$ cat src/rtl/pixel_pkg.sv
// pixel_pkg: shared constants for the CCD pixel packing path
package pixel_pkg;
  localparam int CCD_PIX_W = 12;
  localparam logic MODE_TRUNC = 1'b0;
  localparam logic MODE_THRESH = 1'b1;
endpackage

$ cat src/rtl/pix_quant.sv
// pix_quant: reduces a 12-bit CCD pixel to PIX_W bits by truncation or threshold
module pix_quant
  import pixel_pkg::*;
#(
  parameter int PIX_W = 1
) (
  input  logic [CCD_PIX_W-1:0] iDATA,
  input  logic                 iMODE,
  input  logic [CCD_PIX_W-1:0] iTHRESH,
  output logic [PIX_W-1:0]     oQ
);
  always_comb oQ = (iMODE == MODE_THRESH) ? {PIX_W{iDATA >= iTHRESH}} : iDATA[CCD_PIX_W-1 -: PIX_W];
endmodule

$ cat src/rtl/pixel_packer.sv
// pixel_packer: packs quantised pixels into WORD_W-bit strobed words with end-of-frame flush
module pixel_packer
  import pixel_pkg::*;
#(
  parameter int PIX_W  = 1,
  parameter int WORD_W = 16,
  parameter int CNT_W  = 20
) (
  input  logic                 iCLK,
  input  logic                 iRST_N,
  input  logic [CCD_PIX_W-1:0] iDATA,
  input  logic                 iDVAL,
  input  logic                 iFVAL,
  input  logic                 iMODE,
  input  logic [CCD_PIX_W-1:0] iTHRESH,
  output logic [WORD_W-1:0]    oDATA,
  output logic                 oDVAL,
  output logic                 oEOF,
  output logic [CNT_W-1:0]     oWORD_CNT
);
  localparam int PPW = WORD_W / PIX_W;
  localparam int SLOT_W = PPW > 1 ? $clog2(PPW) : 1;
  localparam logic [SLOT_W-1:0] LAST = SLOT_W'(PPW - 1);
  logic fval_d, mode_l, mode, rise, fall, acc, done, flush;
  logic [CCD_PIX_W-1:0] thresh_l, thresh;
  logic [SLOT_W-1:0] slot_cnt, slot;
  logic [WORD_W-1:0] shreg, sh, packed_w;
  logic [CNT_W-1:0] cnt, cnt_inc;
  logic [PIX_W-1:0] q;
  // a pixel arriving on the frame-start cycle already uses the newly latched mode
  pix_quant #(.PIX_W(PIX_W)) u_quant (
    .iDATA(iDATA),
    .iMODE(mode),
    .iTHRESH(thresh),
    .oQ(q)
  );
  always_comb begin
    rise = iFVAL & ~fval_d;
    fall = ~iFVAL & fval_d;
    acc = iFVAL & iDVAL;
    mode = rise ? iMODE : mode_l;
    thresh = rise ? iTHRESH : thresh_l;
    slot = rise ? '0 : slot_cnt;
    sh = rise ? '0 : shreg;
    packed_w = sh | (WORD_W'(q) << (slot * PIX_W));
    done = acc & (slot == LAST);
    flush = fall & (slot_cnt != '0);
    cnt = rise ? '0 : oWORD_CNT;
    cnt_inc = (&cnt) ? cnt : cnt + CNT_W'(1);
  end
  always_ff @(posedge iCLK) begin
    if (!iRST_N) begin
      fval_d <= 1'b0;
      mode_l <= MODE_TRUNC;
      thresh_l <= '0;
      slot_cnt <= '0;
      shreg <= '0;
      oDATA <= '0;
      oDVAL <= 1'b0;
      oEOF <= 1'b0;
      oWORD_CNT <= '0;
    end else begin
      fval_d <= iFVAL;
      mode_l <= mode;
      thresh_l <= thresh;
      oDVAL <= done | flush;
      oEOF <= fall;
      oWORD_CNT <= (done | flush) ? cnt_inc : cnt;
      if (done | flush) oDATA <= done ? packed_w : shreg;
      slot_cnt <= (done | flush) ? '0 : acc ? slot + SLOT_W'(1) : slot;
      shreg <= (done | flush) ? '0 : acc ? packed_w : sh;
    end
  end
endmodule

$ cat config.mk
export PLATFORM = sky130hd
export DESIGN_NAME = pixel_packer
export DESIGN_NICKNAME = d
export VERILOG_FILES = /design/src/rtl/pixel_pkg.sv /design/src/rtl/pix_quant.sv /design/src/rtl/pixel_packer.sv
export SDC_FILE = /design/constraint.sdc
export NUM_CORES = 1
export LEC_CHECK = 0
export BUFFER_PORTS_ARGS = -buffer_cell sky130_fd_sc_hd__buf_2
export CAP_MARGIN = 20
export CORE_UTILIZATION = 50
export DETAILED_ROUTE_END_ITERATION = 10
export PLACE_DENSITY = 0.69
export SLEW_MARGIN = 10
export SYNTH_ARGS = -nofsm -noshare
export SYNTH_HDL_FRONTEND = slang
export SYNTH_HIERARCHICAL = 1
export SYNTH_SLANG_ARGS = --single-unit
$ cat constraint.sdc
create_clock -name iCLK -period 4.6 [get_ports iCLK]
set_input_delay 0.92 -clock iCLK [delete_from_list [all_inputs] [get_ports iCLK]]
set_output_delay 0.92 -clock iCLK [all_outputs]
set_load 0.02 [all_outputs]
==> results.json, run 1 <==
{
  "status": "complete, no violations",
  "cts.path.max_buffers": 2,
  "post_cts_buffers": 0,
  "grt_max_degree": 29,
  "yosysMostFrequentCell": "nand2_1",
  "min_path_cells": 2,
  "synth_top_family_by_area": "simple AND/OR/NAND/NOR gates",
  "placed_cells": 564,
  "r2r-start": "fval_d$_SDFF_PN0_",
  "synthSimpleGateAreaFrac": 0.272,
  "postSynthAreaPerCell_sq_um": 7.96,
  "crit_slowest_cell": "nor2b_4",
  "yosysWarnings": 6,
  "fmax_mhz": 274,
  "hold_end": "oDATA[5]$_SDFFE_PN0N_",
  "synth_top_cell_area_share": 0.416,
  "synth_fa_ha_area_frac": 0.0506,
  "grtUsageTotal": 0.234,
  "n_antenna_cell": 0,
  "area_growth_pct": 16.2,
  "grt_pass1_vias": 2850,
  "rrSetupSlack_ps": 1230,
  "hp-class": "flip-flop to flip-flop",
  "path_buf_inv": 2,
  "crit_required_ps": 4860,
  "async_flop_share": 0,
  "synth_commonest_cells": "nand2_1 (93), dfxtp_1 (72), a21oi_1 (53)",
  "cts_buffers": 9,
  "fin_setup_tns_ps": 0,
  "cp_top_family": "simple AND/OR/NAND/NOR gates",
  "p_leak_nw": 1.62,
  "rsz0062_at_grt": "no",
  "reg2reg_to": "oDATA[6]$_SDFFE_PN0N_",
  "synthTopCellsByArea": "dfxtp_1 (42%), nand2_1 (10%), a21oi_1 (7.7%)",
  "use_met2": 0.380,
  "synthXorXnorAreaFrac": 0.0152,
  "met3_usage": 0.0525,
  "timing.final.crit_period_ps": 3650,
  "r2r_cells": 12,
  "start_util": 0.530,
  "path_max_fanout": 28,
  "root_buffer": "clkbuf_8",
  "synth-main-ff-cell": "dfxtp_1",
  "syn_inst": 435,
  "chipWidth_microns": 85.2,
  "cts.htree.levels": 3,
  "cts_tree": "built",
  "wirelength_mm": 7.96,
  "antenna_found_initial": 0,
  "fill_cells": 604,
  "cap_violations": 0,
  "dieHeight_microns": 85.2,
  "multi_input_area_sq_mm": 0.00187,
  "busiest_layer": "met2",
  "cts_hold_buf": 0,
  "critPathMaxStageDelay_ps": 550,
  "syn_nets": 478,
  "fin_cells": 580,
  "worstMarginPinSlew_ps": 657,
  "yosysUniqueCellTypes": 47,
  "insertion_delay_ps": 350,
  "wl_per_cell_microns": 13.7,
  "grt-ovfl-total": 0,
  "grt_util_met1": 0.310,
  "clkTransAtPathRegs_ps": 70,
  "dpl.hpwl_mm": 5.74,
  "via_per_inst": 5.55,
  "cts_resized": 0,
  "grt_first_pass_wirelength_mm": 13.4,
  "ir_drop_uv": 268,
  "fin_crit_sh": 0.793,
  "regArea_sq_mm": 0.00144,
  "clock-sinks": 72,
  "drc_errors": 0,
  "skew_ps": 8.18,
  "ios": 67,
  "vias": 3219,
  "arrival_ps": 3910,
  "postRouteAntennaNets": 0,
  "synth_compound_area_frac": 0.187,
  "drt_iter0_markers": 146,
  "slew_headroom": 0.560,
  "firstDrtPassIters": 4,
  "synth_area_leader_cell": "dfxtp_1",
  "core-area_sq_mm": 0.00653,
  "final-max-slew-violation-count": 0,
  "ys_ff_latch": 72,
  "crit_chain": "buf_2 -> nor2b_4 -> nand2_1 -> nand2_1 -> inv_1 -> ha_1 -> nand4_1 -> or3_1 -> o22ai_1 -> nor2b_1 -> nor3b_1 -> o21ai_0 -> a211oi_1",
  "seq_area_frac_synth": 0.416,
  "synth.area.mux_share": 0.0155,
  "port_buffers": 66,
  "startpoint_type": "input port",
  "syn_area_sq_mm": 0.00346,
  "final_hold_viol_count": 0,
  "nets": 541,
  "gp_congestion": 0.834,
  "drive_gt1_frac": 0.195,
  "worstSetupEndpointType": "flip-flop",
  "critical_path_class": "input port to flip-flop",
  "dieArea_sq_mm": 0.00726,
  "power_density_mw_per_mm2": 296,
  "cp_common_cell": "nand2_1",
  "setup_violations": 0,
  "placementRows": 29,
  "min_from": "oDATA[5]$_SDFFE_PN0N_",
  "synth_enable_flop_cells": 0
}
## where the power goes
part           total [mW]  internal, mW  switching (mW)
clock               0.444         0.206           0.237
combinational       0.109        0.0405          0.0682
sequential          0.636         0.632         0.00447
total                1.19         0.878           0.310
## layer usage
metal | wire length (microns) | up-vias
met5 | 0 | -
met4 | 96 | 0
met3 | 339 | 11
met2 | 3790 | 64
met1 | 3740 | 1476
li1 | - | 1668
## tightest hold or removal path: stages, from the launching register on
cell and delay (ps):
dfxtp_1 310, nand2_1 50, a21oi_1 50
## cell families (layout without fill, tap and decap cells)
family / count (synthesis) / count (layout)
flops: 72 / 72
fa+ha+maj: 14 / 14
simple gates: 199 / 199
compound gates: 103 / 103
xor+xnor: 6 / 6
mux: 5 / 5
buf+inv: 36 / 104
## stage by stage
| step | power [mW] | hold slack (ps) | instance area, sq um | setup slack [ps] | util |
|---|---|---|---|---|---|
| 6_report | 1.19 | 450 | 4020 | 952 | 0.616 |
| 5_1_grt | 1.25 | 474 | 4020 | 631 | 0.616 |
| 4_1_cts | 1.20 | 454 | 4020 | 990 | 0.616 |
| 3_5_place_dp | 0.760 | 441 | 3850 | 629 | 0.589 |
| 3_3_place_gp | 0.758 | 438 | 3850 | 735 | 0.589 |
| 2_1_floorplan | 0.724 | 436 | 3460 | 804 | - |
## registers in the layout (all words and copies together) (netlist names)
signal	flops
oWORD_CNT	20
oDATA	16
oDVAL	1
slot_cnt	4
shreg	16
thresh_l	12
mode_l	1
oEOF	1
fval_d	1
## how the worst max path moves through the flow
stage	start	endpoint	slack, ps	depth (start not counted)
floorplan	iFVAL	oDATA[13]$_SDFFE_PN0N_	800	16
global placement	iFVAL	oDATA[6]$_SDFFE_PN0N_	730	13
CTS	iFVAL	oDATA[6]$_SDFFE_PN0N_	990	13
global route	iFVAL	oDATA[6]$_SDFFE_PN0N_	630	13
detailed placement	iFVAL	oDATA[6]$_SDFFE_PN0N_	630	13
finish	iFVAL	oDATA[6]$_SDFFE_PN0N_	950	13
## cell type report
cell class,count,area share
sequential,72,0.359
multi-input combinational,327,0.464
tap,77,0.0240
clock buffer,10,0.0342
timing repair buffer,74,0.0971
clock inverter,6,0.00871
inverter,14,0.0131
## cells in the final DEF (no fill, tap or decap), drive strengths merged, types with 2 or more instances in the layout
master / n
xnor2: 6
nand4: 6
nor3b: 3
a32oi: 2
clkinvlp: 2
dfxtp: 72
a211oi: 3
nand3: 10
a21oi: 53
buf: 74
inv: 13
mux2i: 2
clkbuf: 10
nor3: 16
or4: 7
nor2: 28
or3: 10
o31ai: 8
nand2: 93
ha: 14
nor4: 5
a31oi: 3
nand2b: 4
and2: 9
o21a: 5
o22ai: 2
o221a: 2
and3: 3
mux2: 3
a22oi: 3
clkinv: 5
o21ai: 14
nor2b: 4
Power figures use the tool's default switching activity.
==> inputs of run 2 (changes only) <==
--- a/config.mk
+++ b/config.mk
@@ -9,7 +9,7 @@
 export CAP_MARGIN = 20
 export CORE_UTILIZATION = 50
 export DETAILED_ROUTE_END_ITERATION = 10
-export PLACE_DENSITY = 0.69
+export PLACE_DENSITY = 0.72
 export SLEW_MARGIN = 10
 export SYNTH_ARGS = -nofsm -noshare
 export SYNTH_HDL_FRONTEND = slang
==> constraint.sdc (replaced) <==
create_clock -name iCLK -period 3.34 [get_ports iCLK]
set_input_delay 0.668 -clock iCLK [delete_from_list [all_inputs] [get_ports iCLK]]
set_output_delay 0.668 -clock iCLK [all_outputs]
set_load 0.02 [all_outputs]
==> results.json, run 2 (synthesized netlist as in run 1, its figures left out) <==
{
  "skew_ps": 6.37,
  "setup_slack_ps": 395,
  "cts.htree.levels": 3,
  "grtUsageTotal": 0.241,
  "area_growth_pct": 20.8,
  "critical_path_class": "flip-flop to flip-flop",
  "cts_hold_buf": 0,
  "path_max_fanout": 10,
  "crit_slowest_cell": "dfxtp_1",
  "wirelength_mm": 8.41,
  "rrSetupSlack_ps": 390,
  "postRouteAntennaNets": 0,
  "fin_crit_sh": 0.882,
  "final_common_cell": "nand2_1",
  "whs_ps": 449,
  "grt_util_met1": 0.317,
  "ios": 67,
  "start_util": 0.530,
  "firstDrtPassIters": 5,
  "gp_congestion": 0.896,
  "power_density_mw_per_mm2": 410,
  "cp_top_family": "simple AND/OR/NAND/NOR gates",
  "core-area_sq_mm": 0.00653,
  "critPathMaxStageDelay_ps": 470,
  "cts.path.max_buffers": 2,
  "root_buffer": "clkbuf_8",
  "grt_max_degree": 34,
  "grt-ovfl-total": 0,
  "wl_per_cell_microns": 14.1,
  "via_per_inst": 5.56,
  "drc_errors": 0,
  "nets": 559,
  "chipWidth_microns": 85.2,
  "worstSetupEndpointType": "flip-flop",
  "cap_violations": 0,
  "drive_gt1_frac": 0.223,
  "final_hold_viol_count": 0,
  "crit_required_ps": 3600,
  "final-max-slew-violation-count": 0,
  "placementRows": 29,
  "final_cell_mix": "nand2_1 (93), dfxtp_1 (72), buf_2 (66)",
  "place_ws_ps": -69.9,
  "arrival_ps": 3210,
  "grt_first_pass_wirelength_mm": 13.6,
  "cts_tree": "built",
  "met3_usage": 0.0428,
  "dpl.hpwl_mm": 6.04,
  "crit_chain": "nand2b_2 -> nand2_1 -> nand2_1 -> inv_1 -> ha_1 -> nand4_1 -> or3_1 -> o22ai_2 -> nor2b_1 -> nor3b_1 -> o21ai_0 -> a211oi_1",
  "cp_common_cell": "nand2_1",
  "slew_headroom": 0.435,
  "p_leak_nw": 1.72,
  "drt_iter0_markers": 206,
  "vias": 3321,
  "insertion_delay_ps": 350,
  "rsz0062_at_grt": "no",
  "fmax_mhz": 340,
  "top_register": "oWORD_CNT",
  "status": "complete, no violations",
  "setup_violations": 0,
  "dieHeight_microns": 85.2,
  "dieArea_sq_mm": 0.00726,
  "port_buffers": 66,
  "largest_reg_flops": 20,
  "ir_drop_uv": 275,
  "worstMarginPinSlew_ps": 844,
  "antenna_found_initial": 0,
  "finalPower_mw": 1.71,
  "fin_setup_tns_ps": 0,
  "final_util": 0.640,
  "top_regs": "oWORD_CNT (20), oDATA (16), shreg (16)",
  "hp-class": "flip-flop to flip-flop",
  "cts_buffers": 9,
  "grt_pass1_vias": 2980,
  "use_met2": 0.382,
  "path_buf_inv": 1,
  "clkTransAtPathRegs_ps": 70,
  "busiest_layer": "met2",
  "n_antenna_cell": 0,
  "clock-sinks": 72,
  "startpoint_type": "flip-flop",
  "timing.final.crit_period_ps": 2950
}
run 2: cell count changes in the layout (fill, tap and decap cells not counted), sizes merged:
cell | before | now
buf | 74 | 91
clkinvlp | 2 | 0
bufinv | 0 | 1
clkbuf | 10 | 11
clkinv | 5 | 4
nor2b | 4 | 5
run 2: routing by layer:
layer,wire (microns),vias to the layer above,part of all wire
li1,-,1698,-
met1,3980,1507,0.47
met2,3790,103,0.45
met3,487,13,0.058
met4,149,0,0.018
met5,0,-,0
run 2: cell type report:
class | instances | area [sq um]
Fill cell | 570 | 2350
Multi-Input combinational cell | 328 | 1880
Sequential cell | 72 | 1440
Timing Repair Buffer | 91 | 518
Clock buffer | 11 | 141
Tap cell | 77 | 96.3
Inverter | 14 | 52.6
Clock inverter | 4 | 45.0
run 2: worst paths after layout:
kind                                       startpoint               endpoint  cells past startpoint
worst max register to register      fval_d$_SDFF_PN0_  oDATA[6]$_SDFFE_PN0N_                     12
worst max-delay path                fval_d$_SDFF_PN0_  oDATA[6]$_SDFFE_PN0N_                     12
worst min register to register  oDATA[0]$_SDFFE_PN0N_  oDATA[0]$_SDFFE_PN0N_                      2
worst min-delay path            oDATA[0]$_SDFFE_PN0N_  oDATA[0]$_SDFFE_PN0N_                      2
run 2: worst reg2reg max path, stage by stage, from the launching register on:
cell      delay, ps
dfxtp_1         470
nand2b_2        300
nand2_1         110
nand2_1          80
inv_1            40
ha_1            280
nand4_1         110
or3_1           390
o22ai_2         250
nor2b_1         260
nor3b_1         200
o21ai_0         130
a211oi_1        250
run 2: what timing repair did:
item | CTS | global route
resized for setup | 0 | 2
setup buffers | 0 | 0
setup endpoints to repair | 0 | 8
run 2: power by group:
part	total [mW]	internal, mW	switching (mW)
sequential	0.877	0.870	0.00674
combinational	0.170	0.0697	0.100
clock	0.667	0.358	0.309
run 2: through the flow:
stage / instance area [sq um] / cells
floorplan: 3470 / 435
finish: 4180 / 597
global route: 4180 / 597
detailed placement: 3980 / 581
CTS: 4160 / 596
global placement: 3980 / 581
==> inputs of run 3 (changes only) <==
--- a/config.mk
+++ b/config.mk
@@ -7,7 +7,9 @@
 export LEC_CHECK = 0
 export BUFFER_PORTS_ARGS = -buffer_cell sky130_fd_sc_hd__buf_2
 export CAP_MARGIN = 20
-export CORE_UTILIZATION = 50
+export CELL_PAD_IN_SITES_DETAIL_PLACEMENT = 2
+export CELL_PAD_IN_SITES_GLOBAL_PLACEMENT = 2
+export CORE_UTILIZATION = 29
 export DETAILED_ROUTE_END_ITERATION = 10
 export PLACE_DENSITY = 0.72
 export SLEW_MARGIN = 10
==> results.json, run 3 (synthesized netlist as in run 1, its figures left out) <==
{
  "root_buffer": "clkbuf_16",
  "largest_reg_flops": 20,
  "ir_drop_uv": 186,
  "fill_cells": 1323,
  "cts_tree": "built",
  "startpoint_type": "input port",
  "placed_cells": 648,
  "firstDrtPassIters": 7,
  "path_max_fanout": 7,
  "fin_cells": 668,
  "clkTransAtPathRegs_ps": 60,
  "gp_congestion": 0.756,
  "grt_first_pass_wirelength_mm": 19.0,
  "status": "finished with violations",
  "postRouteAntennaNets": 0,
  "grt_pass1_vias": 3750,
  "multi_input_area_sq_mm": 0.00190,
  "wl_per_cell_microns": 17.4,
  "core-area_sq_mm": 0.0115,
  "critical_path_class": "input port to flip-flop",
  "crit_path_start": "iFVAL",
  "antenna_found_initial": 0,
  "vias": 3517,
  "wirelength_mm": 11.6,
  "ios": 67,
  "drt_iter0_markers": 118,
  "worstSetupEndpointType": "flip-flop",
  "cts.htree.levels": 3,
  "final_common_cell": "nand2_1",
  "r2r-start": "fval_d$_SDFF_PN0_",
  "via_per_inst": 5.26,
  "p_leak_nw": 1.81,
  "insertion_delay_ps": 330,
  "port_buffers": 66,
  "setup_violations": 0,
  "grt_max_degree": 34,
  "cts_buffers": 9,
  "dpl.hpwl_mm": 8.34,
  "final_util": 0.387,
  "final_cell_mix": "nand2_1 (93), dfxtp_1 (71), buf_2 (65)",
  "skew_ps": 4.09,
  "nets": 563,
  "chipWidth_microns": 111,
  "placementRows": 39,
  "final-max-slew-violation-count": 0,
  "grt-ovfl-total": 0,
  "slew_headroom": 0.541,
  "top_register": "oWORD_CNT",
  "drive_gt1_frac": 0.236,
  "hp-class": "flip-flop to flip-flop",
  "power_density_mw_per_mm2": 474,
  "grtUsageTotal": 0.193,
  "start_util": 0.301,
  "cap_violations": 0,
  "clock-sinks": 72,
  "drc_errors": 11,
  "arrival_ps": 3370,
  "worstMarginPinSlew_ps": 685,
  "timing.final.crit_period_ps": 3120,
  "area_growth_pct": 28.8,
  "dieArea_sq_mm": 0.0124,
  "cts.path.max_buffers": 2,
  "fin_crit_sh": 0.935,
  "dieHeight_microns": 111,
  "failed_checks": "DRC",
  "min_from": "oDATA[8]$_SDFFE_PN0N_",
  "crit_required_ps": 3590,
  "regArea_sq_mm": 0.00144,
  "n_antenna_cell": 0,
  "finalPower_mw": 2.11,
  "fmax_mhz": 320,
  "final_hold_viol_count": 0,
  "top_regs": "oWORD_CNT (20), oDATA (16), shreg (16)"
}
run 3: final cells by class:
class	instances	area share
Multi-Input combinational cell	328	0.426
Clock buffer	10	0.0536
Tap cell	143	0.0401
Clock inverter	6	0.0185
Inverter	14	0.0118
Sequential cell	72	0.324
Timing Repair Buffer	95	0.126
run 3: path summary, 6_finish.rpt:
path,cells past startpoint,end,slack [ps]
setup / recovery,16,oDATA[6]$_SDFFE_PN0N_,220
setup reg to reg,15,oDATA[6]$_SDFFE_PN0N_,260
hold / removal,2,oDATA[8]$_SDFFE_PN0N_,450
hold reg to reg,2,oDATA[8]$_SDFFE_PN0N_,450
run 3: per-layer routing:
metal  GRT usage  up-vias  part of all wire
met3      0.0344       23             0.030
met5           0        -                 0
met2       0.339       56              0.51
met4      0.0739        0             0.020
li1            -     1703                 -
met1       0.233     1735              0.44
run 3: stage by stage:
stage / setup WS, ps / hold slack (ps) / cell area (sq um) / setup TNS, ps
after global routing: -3.79 / 484 / 4460 / -3.79
after global placement: -74.6 / 442 / 4080 / -139
after detailed placement: -185 / 451 / 4080 / -1040
after floorplan: 64.0 / 436 / 3470 / 0
after CTS: 115 / 459 / 4400 / 0
final: 219 / 448 / 4460 / 0
run 3: report_power, final:
group	leakage, nW	internal, mW	total, mW	switching [mW]
clock	0.158	0.670	1.04	0.371
sequential	0.583	0.871	0.879	0.00743
combinational	1.07	0.0782	0.192	0.114
run 3: what timing repair did:
item | in CTS | in global routing
hold buffers | 0 | 0
gates resized for setup | 0 | 6
setup endpoints to repair | 0 | 6
buffers inserted | 0 | 3
run 3: worst max-delay path, stage by stage:
cell,delay (ps)
clkbuf_4,180
nor2b_4,240
buf_4,140
nand2_1,60
nand2_1,60
inv_1,40
ha_1,260
nand4_1,100
or3_1,380
o22ai_1,200
buf_4,160
nor2b_1,140
buf_4,150
nor3b_1,220
o21ai_0,140
a211oi_1,230
